==> src/rtl/ps2_event_decoder.sv <==
// PS/2 set-2 scancode decoder: prefix tracking, modifier/Caps Lock state,
// optional typematic-repeat suppression, and a show-ahead event FIFO.
module ps2_event_decoder #(
   parameter int FIFO_DEPTH      = 8,
   parameter bit REPORT_BREAKS   = 1'b0,
   parameter bit SUPPRESS_REPEAT = 1'b1
) (
   input  logic        clk,
   input  logic        rst,
   input  logic        scancode_valid,
   input  logic [7:0]  scancode,
   output logic        event_valid,
   input  logic        event_ready,
   output logic [15:0] event_data,
   output logic [6:0]  mod_state,
   output logic [7:0]  overflow_count
);

   localparam int AW = $clog2(FIFO_DEPTH);

   typedef enum logic [2:0] {
      S_IDLE,
      S_EXT,
      S_BRK,
      S_EXT_BRK,
      S_SKIP
   } state_t;

   state_t      state_q, state_d;
   logic [2:0]  skip_cnt_q, skip_cnt_d;

   logic        done;
   logic        done_brk;
   logic        done_ext;
   logic        ignored;

   // {r_alt, l_alt, r_ctrl, l_ctrl, r_shift, l_shift}
   logic [5:0]  mods_q, mods_d;
   logic        caps_q, caps_d;
   logic        caps_down_q, caps_down_d;
   logic        held_valid_q, held_valid_d;
   logic        held_ext_q, held_ext_d;
   logic [7:0]  held_code_q, held_code_d;
   logic        held_match;
   logic        is_mod;
   logic        push_req;
   logic [15:0] event_word;

   logic [15:0] mem_q [FIFO_DEPTH];
   logic [AW:0] wr_ptr_q, rd_ptr_q;
   logic        fifo_empty, fifo_full;
   logic        push, pop, drop;
   logic [7:0]  ovf_q;

   assign ignored = scancode inside {8'hAA, 8'hFA, 8'hEE, 8'hFE, 8'h00, 8'hFF};

   // NOTE: every signal driven here gets a default first so no path can infer a latch.
   always_comb begin
      state_d    = state_q;
      skip_cnt_d = skip_cnt_q;
      done       = 1'b0;
      done_brk   = 1'b0;
      done_ext   = 1'b0;
      if (scancode_valid) begin
         if (state_q == S_SKIP) begin
            if (skip_cnt_q == 3'd6) begin
               state_d    = S_IDLE;
               skip_cnt_d = 3'd0;
            end else begin
               skip_cnt_d = skip_cnt_q + 3'd1;
            end
         end else if (!ignored) begin
            case (state_q)
               S_IDLE: begin
                  if (scancode == 8'hE0)      state_d = S_EXT;
                  else if (scancode == 8'hF0) state_d = S_BRK;
                  else if (scancode == 8'hE1) begin
                     state_d    = S_SKIP;
                     skip_cnt_d = 3'd0;
                  end else begin
                     done = 1'b1;
                  end
               end
               S_EXT: begin
                  if (scancode == 8'hF0)      state_d = S_EXT_BRK;
                  else if (scancode != 8'hE0) begin
                     done     = 1'b1;
                     done_ext = 1'b1;
                     state_d  = S_IDLE;
                  end
               end
               S_BRK: begin
                  done     = 1'b1;
                  done_brk = 1'b1;
                  state_d  = S_IDLE;
               end
               S_EXT_BRK: begin
                  done     = 1'b1;
                  done_brk = 1'b1;
                  done_ext = 1'b1;
                  state_d  = S_IDLE;
               end
               default: state_d = S_IDLE;
            endcase
         end
      end
   end

   assign held_match = held_valid_q && (held_ext_q == done_ext) && (held_code_q == scancode);

   // Modifier fields come from state before this byte's update.
   assign event_word = {done_brk, done_ext, caps_q, |mods_q[5:4], |mods_q[3:2],
                        |mods_q[1:0], 2'b00, scancode};

   always_comb begin
      mods_d       = mods_q;
      caps_d       = caps_q;
      caps_down_d  = caps_down_q;
      held_valid_d = held_valid_q;
      held_ext_d   = held_ext_q;
      held_code_d  = held_code_q;
      is_mod       = 1'b0;
      push_req     = 1'b0;
      if (done) begin
         is_mod = 1'b1;
         case ({done_ext, scancode})
            {1'b0, 8'h12}: mods_d[0] = !done_brk;
            {1'b0, 8'h59}: mods_d[1] = !done_brk;
            {1'b0, 8'h14}: mods_d[2] = !done_brk;
            {1'b1, 8'h14}: mods_d[3] = !done_brk;
            {1'b0, 8'h11}: mods_d[4] = !done_brk;
            {1'b1, 8'h11}: mods_d[5] = !done_brk;
            {1'b1, 8'h12}, {1'b1, 8'h59}: ;
            default: is_mod = 1'b0;
         endcase
         if (!is_mod) begin
            if (!done_brk) begin
               if (!done_ext && scancode == 8'h58) begin
                  if (!caps_down_q) caps_d = !caps_q;
                  caps_down_d = 1'b1;
               end
               if (!(SUPPRESS_REPEAT && held_match)) begin
                  push_req     = 1'b1;
                  held_valid_d = 1'b1;
                  held_ext_d   = done_ext;
                  held_code_d  = scancode;
               end
            end else begin
               if (!done_ext && scancode == 8'h58) caps_down_d = 1'b0;
               if (held_match) held_valid_d = 1'b0;
               push_req = REPORT_BREAKS;
            end
         end
      end
   end

   assign fifo_empty = (wr_ptr_q == rd_ptr_q);
   assign fifo_full  = (wr_ptr_q[AW] != rd_ptr_q[AW]) &&
                       (wr_ptr_q[AW-1:0] == rd_ptr_q[AW-1:0]);
   assign pop        = !fifo_empty && event_ready;
   assign push       = push_req && (!fifo_full || pop);
   assign drop       = push_req && fifo_full && !pop;

   // NOTE: state registers use non-blocking assignments so every flop samples pre-edge values.
   always_ff @(posedge clk or posedge rst) begin
      if (rst) begin
         state_q      <= S_IDLE;
         skip_cnt_q   <= 3'd0;
         mods_q       <= 6'd0;
         caps_q       <= 1'b0;
         caps_down_q  <= 1'b0;
         held_valid_q <= 1'b0;
         held_ext_q   <= 1'b0;
         held_code_q  <= 8'h00;
         wr_ptr_q     <= '0;
         rd_ptr_q     <= '0;
         ovf_q        <= 8'h00;
      end else begin
         state_q      <= state_d;
         skip_cnt_q   <= skip_cnt_d;
         mods_q       <= mods_d;
         caps_q       <= caps_d;
         caps_down_q  <= caps_down_d;
         held_valid_q <= held_valid_d;
         held_ext_q   <= held_ext_d;
         held_code_q  <= held_code_d;
         if (push) wr_ptr_q <= wr_ptr_q + 1'b1;
         if (pop)  rd_ptr_q <= rd_ptr_q + 1'b1;
         if (drop && ovf_q != 8'hFF) ovf_q <= ovf_q + 8'd1;
      end
   end

   // NOTE: storage is not reset; the pointers define which entries are meaningful.
   always_ff @(posedge clk) begin
      if (push) mem_q[wr_ptr_q[AW-1:0]] <= event_word;
   end

   assign event_valid    = !fifo_empty;
   assign event_data     = fifo_empty ? 16'h0000 : mem_q[rd_ptr_q[AW-1:0]];
   assign mod_state      = {caps_q, mods_q};
   assign overflow_count = ovf_q;

endmodule
==> config.mk <==
export PLATFORM = sky130hd
export DESIGN_NAME = ps2_event_decoder
export DESIGN_NICKNAME = d
export VERILOG_FILES = /design/src/rtl/ps2_event_decoder.sv
export SDC_FILE = /design/constraint.sdc
export NUM_CORES = 1
export LEC_CHECK = 0
export CAP_MARGIN = 40
export CELL_PAD_IN_SITES_DETAIL_PLACEMENT = 0
export CELL_PAD_IN_SITES_GLOBAL_PLACEMENT = 1
export CORE_MARGIN = 2
export CORE_UTILIZATION = 54
export DETAILED_ROUTE_END_ITERATION = 6
export PLACE_DENSITY = 0.89
export SLEW_MARGIN = 15
export SYNTH_ARGS = -nofsm -noshare
export SYNTH_HDL_FRONTEND = slang
export SYNTH_SLANG_ARGS = --single-unit
==> constraint.sdc <==
create_clock -name clk -period 4.85 [get_ports clk]
set_input_delay 0.7275 -clock clk [delete_from_list [all_inputs] [get_ports clk]]
set_output_delay 0.7275 -clock clk [all_outputs]
set_load 0.01 [all_outputs]
==> impl_metrics.env <==
export IMPL_required_ns=5.15
export IMPL_antenna_violating_nets_post_route=0
export IMPL_vias_in_the_first_global_route=3927
export IMPL_design_core_area_mm2=0.01201
export IMPL_synth_edff_count=112
export IMPL_post_synth_and_or_nand_nor_area_fraction_pct=10.06
export IMPL_post_drt_wl_per_cell_um=21.13
export IMPL_synth_compound_gate_area_share_pct=2.833
export IMPL_timing_hold_violations_final=0
export IMPL_leakage_dissipation_nw=2.843
export IMPL_most_common_layout_cells="sky130_fd_sc_hd__edfxtp_1, sky130_fd_sc_hd__clkdlybuf4s50_1, sky130_fd_sc_hd__dfrtp_1, sky130_fd_sc_hd__nor2_1, sky130_fd_sc_hd__mux4_2"
export IMPL_design_portCount=44
export IMPL_die_area_mm2=0.01325
export IMPL_post_synth_mux_area_share_pct=14.58
export IMPL_postSynth_topFlopCell="sky130_fd_sc_hd__edfxtp_1"
export IMPL_die_height_um=115.1
export IMPL_synth_adder_area_share_pct=0.7505
export IMPL_setup_repair_after_global_routing_missed_its_margin="no"
export IMPL_postCtsSetupRepairBufs=0
export IMPL_placementRows=40
export IMPL_hold_path_startpoint="rd_ptr_q[3]"
export IMPL_grt_max_degree=41
export IMPL_die_w_um=115.1
export IMPL_port_buffer_count=41
export IMPL_fmaxAchievable_mhz=228.6
export IMPL_yosysUniqueCellTypes=49
export IMPL_worst_path_max_fanout=14
export IMPL_cp_cell_sequence="clkdlybuf4s50_1, and3_4, and4_4, a2111o_4, nor3_4, xnor2_1, or4_1, ha_1, inv_1, a41o_1, nor4_1, and4_1, nand4_1, xnor2_1"
export IMPL_r2r_setup_slack_ns=1.68
export IMPL_drc_errors=0
export IMPL_timing_critical_path_slowest_cell_delay_ns=0.65
export IMPL_timing_final_max_slew_violations=0
export IMPL_clock_tree_root_cell="sky130_fd_sc_hd__clkbuf_16"
export IMPL_cpMostUsedCell="sky130_fd_sc_hd__xnor2_1"
export IMPL_critPathArrivalTime_ns=4.67
export IMPL_nNetsFinal=501
export IMPL_fin_worst_skew_ns=0.006275
export IMPL_cts_made_buffers=17
export IMPL_clock_sinks=152
export IMPL_whs_path_depth=1
export IMPL_synth_warning_count=0
export IMPL_drt_first_iter_violations=236
export IMPL_initial_core_util_pct=55.52
export IMPL_hold_buffers=0
export IMPL_place_detailed_hpwl_um=8572
export IMPL_syn_mean_instance_area_um2=15.65
export IMPL_grt_antenna_before_repair=0
export IMPL_setup_violations_final=0
export IMPL_pre_cts_ws_ns=0.1349
export IMPL_critical_path_endpoint_type="register"
export IMPL_max_clock_path_buffers=2
export IMPL_ys_async_sr_fraction_pct=26.32
export IMPL_post_synth_inst_count=426
export IMPL_synth_top_family_by_area="multiplexers"
export IMPL_max_slew_margin_pct=48.82
export IMPL_syn_area_mm2=0.006669
export IMPL_peakVddDrop_mv=0.2207
export IMPL_clock_tree_htree_level_count=4
export IMPL_drt_first_pass_iters=5
export IMPL_grt_util_all_layers_pct=22.23
export IMPL_tritoncts_clock_tree="done"
export IMPL_area_growth_from_synthesis_to_final_layout_pct=18.33
export IMPL_run_status="finished, final reports clean"
export IMPL_holdWs_ns=0.4924
export IMPL_cts_resized=0
export IMPL_post_route_cells_drive_above_1_share_pct=21.89
export IMPL_clk_latency_ns=0.42
export IMPL_r2r_end="overflow_count[7]"
export IMPL_worstHoldEndpoint="rd_ptr_q[3]"
export IMPL_synth_seq_area_share_pct=65.44
export IMPL_pwr_density_cell_mw_per_mm2=550.3
export IMPL_antennaDiodeCount=0
export IMPL_totalNegativeSetupSlack_ns=0
export IMPL_worstSetupStartpointType="input port"
export IMPL_hold_path_class="reg2reg"
export IMPL_ys_seq_elements=152
export IMPL_cts_clk_slew_worst_paths_ns=0.06
export IMPL_max_cap_violations=0
export IMPL_routed_wl_um=13630
export IMPL_layout_cells_most_common="sky130_fd_sc_hd__edfxtp_1"
export IMPL_transition_time_at_the_pin_with_the_least_slew_margin_ns=0.7607
export IMPL_vias=3896
export IMPL_grt_first_pass_wirelength_um=21300
export IMPL_avgViaCountPerCell=6.040
export IMPL_final_min_clock_period_ns=4.374
export IMPL_worst_setup_path_type="in2reg"
export IMPL_worstReg2RegStart="state_q[1]"
export IMPL_final_period_utilization_pct=90.18
export IMPL_xor_xnor_share_of_the_synthesized_area_pct=3.809
export IMPL_final_estimated_routing_congestion_in_global_placement=0.8841
export IMPL_worstRegToRegCells=12
export IMPL_finalWorstSetupSlack_ns=0.4765
export IMPL_global_route_overflow_total=0
export IMPL_crit_slowest_cell="sky130_fd_sc_hd__clkdlybuf4s50_1"
-- sequential cells by signal, indices dropped and copies added, names as in the netlist --
| name | count |
|---|---|
| mem_q | 112 |
| held_code_q | 8 |
| overflow_count | 8 |
| mods_q | 6 |
| rd_ptr_q | 4 |
| wr_ptr_q | 4 |
| skip_cnt_q | 3 |
| state_q | 3 |
| caps_down_q | 1 |
| caps_q | 1 |
| held_ext_q | 1 |
| held_valid_q | 1 |
-- power breakdown --
part           internal, mW  switching (mW)
sequential             1.57           0.163
combinational         0.757           0.652
clock                 0.701           0.501
-- routing by layer --
metal  part of all wire, %  up-vias  track usage (%)
li1                      -     1763                -
met2                    50      128            37.49
met3                   5.2       31            4.586
met5                     0        -                0
met1                    42     1974            28.74
met4                   2.6        0            8.353
-- cell type report --
cell class | instances | area [um2]
flip-flops and latches | 152 | 4365
clock buffers | 20 | 436.7
repair buffers | 64 | 595.6
clock inverters | 12 | 105.1
multi-input cells | 239 | 2163
fillers | 851 | 4120
inverters | 11 | 41.29
well taps | 147 | 183.9
-- worst max-delay path by stage --
stage,startpoint,end,depth (start not counted)
2_1_floorplan,scancode[6],mem_q[4][0],11
3_3_place_gp,scancode[5],overflow_count[7],14
3_5_place_dp,scancode[5],overflow_count[7],14
4_1_cts,scancode[5],overflow_count[7],14
5_1_grt,scancode[3],overflow_count[7],15
6_report,scancode[5],overflow_count[7],14
-- synth_stat cells, types with 2 or more instances --
library cell | count | share of area (%)
sky130_fd_sc_hd__xor2_1 | 2 | 0.26
sky130_fd_sc_hd__and2_1 | 2 | 0.19
sky130_fd_sc_hd__o31ai_1 | 2 | 0.23
sky130_fd_sc_hd__buf_6 | 2 | 0.34
sky130_fd_sc_hd__and4_1 | 3 | 0.39
sky130_fd_sc_hd__or2_2 | 3 | 0.28
sky130_fd_sc_hd__nand3_1 | 15 | 1.1
sky130_fd_sc_hd__nand2_1 | 16 | 0.90
sky130_fd_sc_hd__dfrtp_1 | 40 | 15
sky130_fd_sc_hd__nor4b_2 | 2 | 0.45
sky130_fd_sc_hd__buf_2 | 3 | 0.23
sky130_fd_sc_hd__inv_1 | 11 | 0.62
sky130_fd_sc_hd__xnor2_1 | 27 | 3.5
sky130_fd_sc_hd__buf_1 | 4 | 0.23
sky130_fd_sc_hd__o21ai_0 | 5 | 0.38
sky130_fd_sc_hd__or4_1 | 2 | 0.23
sky130_fd_sc_hd__a21oi_1 | 6 | 0.45
sky130_fd_sc_hd__edfxtp_1 | 112 | 50
sky130_fd_sc_hd__nor3_1 | 8 | 0.60
sky130_fd_sc_hd__nor2_1 | 31 | 1.7
sky130_fd_sc_hd__and3_1 | 3 | 0.28
sky130_fd_sc_hd__buf_4 | 3 | 0.34
sky130_fd_sc_hd__ha_1 | 4 | 0.75
sky130_fd_sc_hd__nand4b_1 | 3 | 0.39
sky130_fd_sc_hd__nor4_1 | 7 | 0.66
sky130_fd_sc_hd__mux2_1 | 3 | 0.51
sky130_fd_sc_hd__or3_1 | 3 | 0.28
sky130_fd_sc_hd__clkbuf_1 | 13 | 0.73
sky130_fd_sc_hd__mux4_2 | 28 | 9.5
sky130_fd_sc_hd__nand4_1 | 8 | 0.75
sky130_fd_sc_hd__a31oi_1 | 2 | 0.19
sky130_fd_sc_hd__a41oi_1 | 3 | 0.39
sky130_fd_sc_hd__mux2_2 | 14 | 2.4
sky130_fd_sc_hd__a211oi_1 | 2 | 0.23
sky130_fd_sc_hd__nand3b_1 | 3 | 0.34
sky130_fd_sc_hd__nor2b_1 | 4 | 0.38
sky130_fd_sc_hd__mux2i_1 | 15 | 2.3
-- through the flow --
step	cell area (um2)	instances	power, mW	util [%]
after floorplan	6673	427	2.633	-
after global placement	7330	612	3.115	61.02
after detailed placement	7350	613	3.178	61.19
after CTS	7891	645	4.381	65.70
after global routing	7891	645	4.544	65.70
final	7891	645	4.343	65.70
-- critical path: cells and delay by family --
family | cells | cell delay, ns
simple gates | 7 | 1.87
compound gates | 2 | 0.76
buf+inv | 2 | 0.74
xor+xnor | 2 | 0.28
fa+ha+maj | 1 | 0.27
-- cell families after synthesis --
| group | after synthesis |
|---|---|
| buffers and inverters | 36 |
| multiplexers | 60 |
| adder cells (fa/ha/maj) | 4 |
| AO/OA/AOI/OAI | 26 |
| flip-flops | 152 |
| XOR/XNOR | 29 |
| AND/OR/NAND/NOR | 118 |
| other | 1 |
Note: power is estimated with default switching activity, not from simulation.
==> edit: new RTL, same flow settings <==
Set the parameter `FIFO_DEPTH` to 4 (it was 8).
--- a/src/rtl/ps2_event_decoder.sv
+++ b/src/rtl/ps2_event_decoder.sv
@@ -2,5 +2,5 @@
 // optional typematic-repeat suppression, and a show-ahead event FIFO.
 module ps2_event_decoder #(
-   parameter int FIFO_DEPTH      = 8,
+   parameter int FIFO_DEPTH      = 4,
    parameter bit REPORT_BREAKS   = 1'b0,
    parameter bit SUPPRESS_REPEAT = 1'b1
Behaviour: not the same (Yosys sat finds a counterexample within 10 cycles, from zero or initial values and one cycle with rst high).
==> edit against the original RTL <==
- cell area down 35%
- largest cell class unchanged
- power fell by 36%
- critical endpoint is now mem_q[3][2]
- highest routed layer unchanged
- maximum frequency up 16%
- via count down 30%
- sequential cell count shrank 58
- synthesized area shrank 34%
- critical path depth fell by 3
- routed wire length shrank 39%
- setup slack better by 0.61 ns
==> edit: results (changes against the original RTL) <==
metric	value	unit	change
status	finished, final reports clean		
Routability Congestion	0.9153		+3.5%
R2R depth	11		-1
CP max stage delay	0.60	ns	-0.05 ns
Setup Skew	0.01172	ns	+0.005447 ns
Yosys cell types	45		-8.2%
largest net degree at the start of global routing	39		-4.9%
via count	2738		-30%
EDFF count, synth	56		-50%
GR Util met3	0.02809		-0.01777
Max VDD drop	0.2600	mV	+18%
Filler Cell Count	593		-30%
Area after DPL	4936	sq um	-33%
Post-Synth Adder-Cell Area	0.02001		+0.01251
DP Worst Slack	0.7304	ns	+0.5955 ns
DRC viols	0		unchanged
met2 Usage GRT	0.3292		-0.04574
Crit path max-delay family	simple AND/OR/NAND/NOR gates		
max FFs per register	56		-50%
# diodes	0		unchanged
hold path cells	1		unchanged
most frequent cells after synthesis	edfxtp_1, dfrtp_1, nand2_1, nor2b_1, xor2_1		
DRT Pass-1 Iters	4		-1
routed len/inst	17.41	um	-18%
first-pass GRT wire length	13440	um	-37%
Final #Nets	390		-22%
dpl cells	462		-25%
layout cell share with drive strength beyond 1	0.1835		-0.03536
total track usage	0.2036		-0.01866
Setup Fix Bufs, Post-CTS	0		unchanged
CTS resizes	0		unchanged
Worst path slowest cell	or4_1		
xor/xnor cell area share of the yosys netlist	0.05003		+0.01194
met1 usage	0.2842		-0.003169
Clock Tree Root	clkbuf_8		
ys async rst share	0.4043		+0.1411
CP Max Fanout	11		-3
Yosys warning total	0		unchanged
mux contribution to synthesized area	0.1158		-0.03000
iteration-0 DRC count of the detailed router	173		-27%
Mapped Cells	321		-25%
H-tree levels	3		-1
synth top area cells	edfxtp_1, dfrtp_1, mux4_2		
TritonCTS buffer count	9		-8
worst path arrival time	3.82	ns	-0.85 ns
Max clock buf depth	2		unchanged
Clock Latency Late Sink	0.36	ns	-0.06 ns
min-delay worst type	register to register		
cell leakage power	0.001935	uW	-32%
clock slew at reported path FFs	0.10	ns	+0.04 ns
HPWL Detailed	5849	um	-32%
Seq/Total Area, Yosys	0.6015		-0.05292
max_slew headroom	0.4948		+0.006622
Compound-Gate Fraction of Synth Area	0.04688		+0.01855
Non-Filler Instances	478		-26%
Primary FF master, synth	edfxtp_1		
edit: cell types whose count changed in the layout (fill, tap and decap cells not counted), sizes merged, moves of 5 or more:
cell    unedited run  this run
mux4              28        14
mux2i             15         0
buf               23        13
xor2               2        17
nand3             15         9
clkbuf            20        10
xnor2             27         8
nor2              31        13
o21ai              5        10
edfxtp           112        56
clkinv             8         0
nor2b              4        18
edit: final timing paths:
check	startpoint	to	slack, ns
max in group asynchronous	rst	mods_q[5]	3.70
setup / recovery	scancode[0]	mem_q[3][2]	1.09
min in group asynchronous	rst	overflow_count[6]	0.78
hold reg to reg	overflow_count[6]	overflow_count[6]	0.50
hold / removal	overflow_count[6]	overflow_count[6]	0.50
setup reg to reg	state_q[1]	mem_q[3][2]	1.89
edit: cell type report:
cell class / instances / area [sq um] / share of cell area
Timing Repair Buffer: 54 / 508.0 / 0.09927
Clock inverter: 6 / 53.80 / 0.01051
Sequential cell: 94 / 2633 / 0.5144
Tap cell: 102 / 127.6 / 0.02494
Clock buffer: 10 / 127.6 / 0.02494
Inverter: 9 / 33.78 / 0.006601
Multi-Input combinational cell: 203 / 1634 / 0.3193
edit: metal layers:
layer | up-vias | wire length [um]
met3 | 15 | 337
li1 | 1287 | -
met5 | - | 0
met4 | 0 | 136
met2 | 73 | 4076
met1 | 1363 | 3769
edit: cell families after synthesis:
| group | count (synthesis) |
|---|---|
| xor gates and xnor gates | 25 |
| DFF | 94 |
| buffers and inverters | 25 |
| muxes | 31 |
| AOI/OAI and AO/OA | 29 |
| and+or+nand+nor | 109 |
| other | 1 |
| adders and majority gates | 7 |
edit: power by group:
part           internal [uW]  switching, uW
sequential              1040            140
clock                    198            287
combinational            602            495
